## src/rtl/nibble_add_seq.sv

```systemverilog
// Multi-cycle WIDTH-bit adder/subtractor that reuses one external 4-bit adder slice,
// feeding it one nibble per clock (LSB first) and chaining the carry through a flop.
module nibble_add_seq #(
  parameter int WIDTH = 32
) (
  input  logic             clk,
  input  logic             rst_n,
  input  logic             req_valid,
  output logic             req_ready,
  input  logic [WIDTH-1:0] op_a,
  input  logic [WIDTH-1:0] op_b,
  input  logic             cin,
  input  logic             sub,
  output logic             res_valid,
  input  logic             res_ready,
  output logic [WIDTH-1:0] result,
  output logic             cout,
  output logic             ovf,
  output logic [3:0]       add_r1,
  output logic [3:0]       add_r2,
  output logic             add_ci,
  input  logic [3:0]       add_result,
  input  logic             add_carry
);

  localparam int NIB = WIDTH / 4;
  localparam int KW  = (NIB > 1) ? $clog2(NIB) : 1;
  localparam logic [KW-1:0] K_LAST = KW'(NIB - 1);

  typedef enum logic [1:0] {IDLE, RUN, DONE} state_t;

  state_t           state_q, state_d;
  logic [KW-1:0]    k_q, k_d;
  logic [WIDTH-1:0] a_q, a_d;
  logic [WIDTH-1:0] b_q, b_d;
  logic             carry_q, carry_d;
  logic [WIDTH-1:0] result_q, result_d;
  logic             cout_q, cout_d;
  logic             ovf_q, ovf_d;

  always_ff @(posedge clk or negedge rst_n) begin
    if (!rst_n) begin
      state_q  <= IDLE;
      k_q      <= '0;
      a_q      <= '0;
      b_q      <= '0;
      carry_q  <= 1'b0;
      result_q <= '0;
      cout_q   <= 1'b0;
      ovf_q    <= 1'b0;
    end else begin
      state_q  <= state_d;
      k_q      <= k_d;
      a_q      <= a_d;
      b_q      <= b_d;
      carry_q  <= carry_d;
      result_q <= result_d;
      cout_q   <= cout_d;
      ovf_q    <= ovf_d;
    end
  end

  always_comb begin
    state_d = state_q;
    case (state_q)
      IDLE:    if (req_valid) state_d = RUN;
      RUN:     if (k_q == K_LAST) state_d = DONE;
      DONE:    if (res_ready) state_d = IDLE;
      default: state_d = IDLE;
    endcase
  end

  // Subtraction is A + ~B + 1, so B is inverted once at accept and the carry seeded with 1.
  always_comb begin
    k_d      = k_q;
    a_d      = a_q;
    b_d      = b_q;
    carry_d  = carry_q;
    result_d = result_q;
    cout_d   = cout_q;
    ovf_d    = ovf_q;
    case (state_q)
      IDLE: begin
        if (req_valid) begin
          a_d      = op_a;
          b_d      = sub ? ~op_b : op_b;
          carry_d  = sub ? 1'b1 : cin;
          k_d      = '0;
          result_d = '0;
        end
      end
      RUN: begin
        result_d[4*k_q +: 4] = add_result;
        carry_d              = add_carry;
        k_d                  = k_q + 1'b1;
        if (k_q == K_LAST) begin
          cout_d = add_carry;
          ovf_d  = (a_q[WIDTH-1] == b_q[WIDTH-1]) && (add_result[3] != a_q[WIDTH-1]);
        end
      end
      default: ;
    endcase
  end

  always_comb begin
    req_ready = (state_q == IDLE);
    res_valid = (state_q == DONE);
    result    = result_q;
    cout      = cout_q;
    ovf       = ovf_q;
    add_r1    = 4'h0;
    add_r2    = 4'h0;
    add_ci    = 1'b0;
    if (state_q == RUN) begin
      add_r1 = a_q[4*k_q +: 4];
      add_r2 = b_q[4*k_q +: 4];
      add_ci = carry_q;
    end
  end

endmodule

```

## config.mk

```make
export PLATFORM = sky130hd
export DESIGN_NAME = nibble_add_seq
export DESIGN_NICKNAME = d
export VERILOG_FILES = /design/src/rtl/nibble_add_seq.sv
export SDC_FILE = /design/constraint.sdc
export NUM_CORES = 1
export LEC_CHECK = 0
export ABC_AREA = 1
export CORE_AREA = 2 2 106 108
export CTS_CLUSTER_SIZE = 25
export DETAILED_ROUTE_END_ITERATION = 6
export DIE_AREA = 0 0 108 110
export PLACE_DENSITY_LB_ADDON = 0.2
export SLEW_MARGIN = 0
export SYNTH_ARGS = -nofsm -noshare
export SYNTH_HDL_FRONTEND = slang
export SYNTH_SLANG_ARGS = --single-unit
```

## constraint.sdc

```tcl
create_clock -name clk -period 2.7 [get_ports clk]
set_clock_uncertainty 0.2 [all_clocks]
set_input_delay 0.405 -clock clk [delete_from_list [all_inputs] [get_ports clk]]
set_output_delay 0.405 -clock clk [all_outputs]
set_load 0.1 [all_outputs]
```

# After elaboration in Yosys (flattened, before gate mapping)
# Index checks and enable logic that the tools add are counted.
# word_totals
register_bits,104
inputBits,75
output_inout_bits,45
elab_cells,46
# classes
add_sub_neg,2
n_eq_ne,8
shift,4
muxes,16
bitwise_logic,1
reduce_logical,7
# op_table
op,n
$mux 32,2
$pmux 32 s2,1
$shiftx 32x6->4,2
$neg 5->34,1
$shift 4x34->32 const A,1
$shiftx 4x34->32,1
$bwmux 32,1
$not 32->32,1
$mux 4,2
$mux 2,3
$pmux 2 s3,1
$pmux 3 s2,1
$reduce_and 2->1,3
$ne 2x2->1 const B,2
$add 3x1->3 const B,1
$eq 3x3->1 const B,1
$mux 1,3
$mux 3,1
$reduce_and 3->1,1
$eq 2x1->1 const B,1
$eq 2x2->1 const B,1
$logic_not 2->1,1
$ne 2x1->1 const B,1
$pmux 1 s2,1
other kinds (4),4

# Logic depth before layout (Yosys ltp)
# Gate-level depths: netlist of the first run.
# logic_depth
ltp_word,4
ltp_mapped,12
depth_no_buf,9

# Worst setup path before layout of the first run
# No wires, ideal clock.
# synth_path
path_type,flip-flop to output port
startpoint,register k_q[1]
endpoint,output port add_r1[1]
arrival_time_ns,2.279
required_ns,2.095
setup_slack_ns,-0.184
stages_incl_launch_ff,8
path_buffers,2
path_cell_list,dfrtp_1 buf_2 inv_4 buf_2 nand3_1 nand3_1 nand2_1 nor2_1
# synth_via
elab_chain_cells,2
# synth_lines
element,line,source
start: declaration,33,"logic [KW-1:0] k_q, k_d;"
start signal: assignment,53,k_q <= k_d;
$shiftx 32x6->4,115,add_r1 = a_q[4*k_q +: 4];
$mux 4,114,if (state_q == RUN) begin
end: declaration,19,"output logic [3:0] add_r1,"
# No other way between the ends.

# Worst setup path in the final report of the first run
# layout_path
startpoint,register k_q[0]
endpoint,output port add_r2[0]
# layout_via
elab_chain_cells,2
# layout_lines
element,line,source
$shiftx 32x6->4,116,add_r2 = b_q[4*k_q +: 4];
$mux 4,114,
end: declaration,20,"output logic [3:0] add_r2,"
# No other way between the ends.

==> results by stage, run 1 <==
Drt:
- The count of TritonRoute iterations in the first routing pass is 5.
- In this run the remaining antenna-violating nets after routing total 0.
- The final routed wire length divided by cell count is 13.9 um.
- In the routed layout, each cell is associated on average with a via count of 5.10.
- The first routing iteration left 257 violations.
- The detailed-route DRC error count is 0.
- The vias after detailed routing is 4782.
- The routed wire length is 13000 um.

Die:
- The starting density of the core is 49.9%.
- Measured along the y axis, the die boundary spans 110 um.
- The area of the core is 0.0107 sq mm.
- The die span in x is 108 um.
- The floorplan step defined a die boundary enclosing 0.0119 sq mm.
- The number of top-level design ports is 120.
- Row generation in the floorplan step produced 38 rows.

STA:
- The number of max-slew violations in the final report came to 0.
- Setup repair after global routing left no endpoint under its margin.
- Hold timing on the final database bottoms out at a slack of 0.262 ns.
- Measured against its own limit, the worst slew margin works out to 43.1%.
- The maximum clock frequency is 0.411 GHz.
- For the finished layout, the period the worst path requires is 2.43 ns.
- The final setup slack of the worst path is 0.269 ns.
- The final number of hold-violating endpoints is 0.
- Setup violations remaining at the end of the flow were counted as 0.
- For the pin with the worst max-slew slack, the measured transition is 0.853 ns.
- The final sum of negative setup slack is 0 ns.
- The share of the clock period used by the worst path after layout is 90.0%.

Power:
- For this design the total switching power over the nets is 5.00 mW.
- Overall power consumption after layout is estimated at 9.36 mW.
- The internal portion of the total power is 4.36 mW.
- The static power due to leakage is 3.42 nW.
- The net switching share of the total power is 53.4%.
- The share of total power dissipated in sequential elements is 26.6%.
- The fraction of power consumed by combinational cells is 62.3%.
- The power density of the placed cells is 1370 mW/mm^2.
- In this run, the clock network consumes 11.2% of the power.
- IR analysis of the VDD net gives a maximum drop of 1680 uV.

Global routing:
- The global routing stage identified its most utilized layer as met2.
- The maximum number of pins on one net before global-route repair is 65.
- The initial antenna violation count was 0.
- The number of global-route vias before repair is 4652.
- The global-route congestion overflow total is 0.
- The first global-routing pass estimated 21600 um of wire.
- Global routing used 3.17% of the available met3 tracks.
- The global-route track usage on met2 is 38.2%.
- The met1 demand-to-capacity share in global routing is 30.9%.
- Global routing used 23.0% of the available tracks.

Clocking:
- Buffers added to address setup during post-CTS repair amount to 0.
- The post-CTS clock slew at the launch and capture registers of the worst setup and hold paths is 0.10 ns.
- The deepest level of the CTS H-tree is 3.
- The clock latency reported for the late side of the worst-skew pair is 0.36 ns.
- The clock passes through at most 2 buffers.
- The quantity of gates resized following cts is 0.
- The root buffer cell chosen for the clock tree is sky130_fd_sc_hd__clkbuf_8.
- The CTS tree is done.
- The number of sinks driven by the clock tree is 104.
- The TritonCTS buffer count is 9.

Synth:
- The area of the mapped netlist is 0.00533 sq mm.
- The largest total area in the synthesized netlist belongs to sky130_fd_sc_hd__dfrtp_1.
- sky130_fd_sc_hd__nand2_1 is the most common cell in the netlist.
- The sequential share of the synthesized area is 48.8%.
- In the post-synthesis netlist, the biggest area contributors are sky130_fd_sc_hd__dfrtp_1 49%, sky130_fd_sc_hd__nand2_1 15%, sky130_fd_sc_hd__nand3_1 7.3%.
- Ranked by instance count, the synthesized netlist is headed by 220 x sky130_fd_sc_hd__nand2_1, 104 x sky130_fd_sc_hd__dfrtp_1, 78 x sky130_fd_sc_hd__nand3_1, 73 x sky130_fd_sc_hd__inv_1, 40 x sky130_fd_sc_hd__o21ai_0.
- In this run, synthesis inferred 0 flip-flops with an integrated enable.
- The synthesized netlist cell count is 688.
- The average instance in the mapped netlist occupies 7.75 sq um.
- Counting every net in the synthesized netlist gives 770.
- The top flip-flop cell by instance count after synthesis is sky130_fd_sc_hd__dfrtp_1.
- For this run, the number of Yosys warnings is 0.
- The share of synthesized area in the top cell type comes to 48.8%.
- Synthesis instantiated 23 different standard cells from the library.
- The share of async-settable or async-resettable flops after synthesis is 100%.
- The number of synthesized register bits is 104.

Placed design:
- The setup slack at placement is 0.417 ns.
- At the end of routability-driven placement, the weighted congestion stood at 0.859.
- After detailed placement, the total cell area comes to 0.00661 sq mm.
- The HPWL reported at the end of detailed placement is 9340 um.
- The number of buffers added on ports is 119.

Critical path:
- The delay of the slowest critical-path stage is 0.39 ns.
- The worst flop-to-flop path endpoint is result[13].
- For the worst setup path, the data arrival time is 1.83 ns.
- STA classifies the critical path endpoint as an output port.
- The startpoint of the worst-slack reg-to-reg timing path is k_q[1].
- The standard cell with the maximum stage delay on the critical path is sky130_fd_sc_hd__dfrtp_1.
- The reg-to-reg setup timing slack is 0.34 ns.
- Measured in cells, the most critical reg-to-reg path has a length of 7.
- The critical path goes through buf_4, nand2_1, nand3_1, nand3_1, nand2_1, nor2_2, buf_12.
- The required time of the critical path is 2.10 ns.
- STA classifies the critical path startpoint as a register.
- The critical path class is register to output port.
- The highest net fanout along the worst path is 40.

Layout:
- With fillers left out, the area of the finished cells amounts to 0.00683 sq mm.
- After the last flow step, the layout net total stands at 874.
- The number of antenna diodes in the final layout is 0.
- The layout has 942 filler cells.
- The area growth from synthesis to layout is 28.0%.
- Of the cells placed in the final design, the portion with a size suffix greater than 1 is 11.4%.

Min path:
- The tightest min-delay check is of the input port to async pin type.

Run status:
- The run finished with clean final reports.

Run:
- The total of max-cap violations is 0.
==> stage by stage <==
| step | instances | util [%] |
|---|---|---|
| floorplan | 688 | - |
| global placement | 920 | 61.7 |
| detailed placement | 920 | 61.7 |
| CTS | 937 | 63.8 |
| global route | 937 | 63.8 |
| finish | 937 | 63.8 |
==> final cells by class <==
type,count,area [sq um],share of cell area (%)
Clock buffer,11,131,1.92
Clock inverter,5,81.3,1.19
Inverter,79,299,4.38
Multi-Input combinational cell,469,2260,33.2
Sequential cell,104,2600,38.1
Tap cell,140,175,2.57
Timing Repair Buffer,129,1270,18.7
==> state kept, by name, indices dropped and copies added (netlist names) <==
name	cells
k_q	3
b_q	32
ovf	1
carry_q	1
cout	1
state_q	2
result	32
a_q	32
==> worst max path at each step <==
stage | from | endpoint
2_1_floorplan | state_q[1] | add_ci
3_3_place_gp | k_q[1] | result[0]
3_5_place_dp | k_q[1] | result[1]
4_1_cts | k_q[0] | add_r2[0]
5_1_grt | k_q[0] | add_r2[0]
6_report | k_q[0] | add_r2[0]
==> cells by family (layout without fill, tap and decap cells) <==
kind of cell	Yosys count	in the layout	synth area share (%)
DFF	104	104	48.8
and+or+nand+nor	358	358	28.3
buffers and inverters	115	224	9.13
adders and majority gates	7	7	1.64
AOI/OAI and AO/OA	72	72	6.85
xor gates and xnor gates	32	32	5.25
==> cell usage in the layout (no fill, tap or decap), types with 2 or more instances in the layout <==
| cell | count |
|---|---|
| sky130_fd_sc_hd__nand2_1 | 220 |
| sky130_fd_sc_hd__dfrtp_1 | 104 |
| sky130_fd_sc_hd__nand3_1 | 78 |
| sky130_fd_sc_hd__inv_1 | 73 |
| sky130_fd_sc_hd__clkdlybuf4s50_1 | 72 |
| sky130_fd_sc_hd__buf_4 | 45 |
| sky130_fd_sc_hd__o21ai_0 | 40 |
| sky130_fd_sc_hd__xnor2_1 | 32 |
| sky130_fd_sc_hd__o21ai_1 | 30 |
| sky130_fd_sc_hd__nor2_1 | 24 |
| sky130_fd_sc_hd__nand4_1 | 14 |
| sky130_fd_sc_hd__nor2_2 | 12 |
| sky130_fd_sc_hd__buf_12 | 10 |
| sky130_fd_sc_hd__clkbuf_8 | 9 |
| sky130_fd_sc_hd__nor3_1 | 7 |
| sky130_fd_sc_hd__ha_1 | 7 |
| sky130_fd_sc_hd__inv_2 | 5 |
| sky130_fd_sc_hd__bufinv_16 | 2 |
| sky130_fd_sc_hd__clkbuf_1 | 2 |
==> critical path, delay by kind of cell, from the launching register on <==
| family | cells | cell delay (ns) |
|---|---|---|
| simple gates | 5 | 0.58 |
| flops | 1 | 0.39 |
| buf+inv | 2 | 0.48 |
==> repair_timing <==
| action | 4_1_cts | 5_1_grt |
|---|---|---|
| endpoints found under the setup margin | 0 | 0 |
| endpoints found under the hold margin | 22 | 0 |
| hold buffers | 1 | 0 |
==> power groups by stage <==
stage	registers, mW	logic (mW)	clock network [mW]
floorplan	3.39	3.35	0
global placement	2.49	5.71	0
detailed placement	2.52	5.81	0
CTS	2.49	5.83	1.06
global route	2.56	6.32	1.12
finish	2.49	5.83	1.04
==> metal layers <==
layer  vias up  wire, um
li1       2368         -
met1      2237      5900
met2       155      6210
met3        22       679
met4         0       250
met5         -         0
Note: power is estimated with default switching activity, not from simulation.
==> run 2, diff against run 1 <==
--- a/config.mk
+++ b/config.mk
@@ -11,7 +11,6 @@
 export DETAILED_ROUTE_END_ITERATION = 6
 export DIE_AREA = 0 0 108 110
 export PLACE_DENSITY_LB_ADDON = 0.2
-export SLEW_MARGIN = 0
 export SYNTH_ARGS = -nofsm -noshare
 export SYNTH_HDL_FRONTEND = slang
 export SYNTH_SLANG_ARGS = --single-unit
==> results of run 2 <==
Final layout, timing and power as in run 1 (identical DEF).
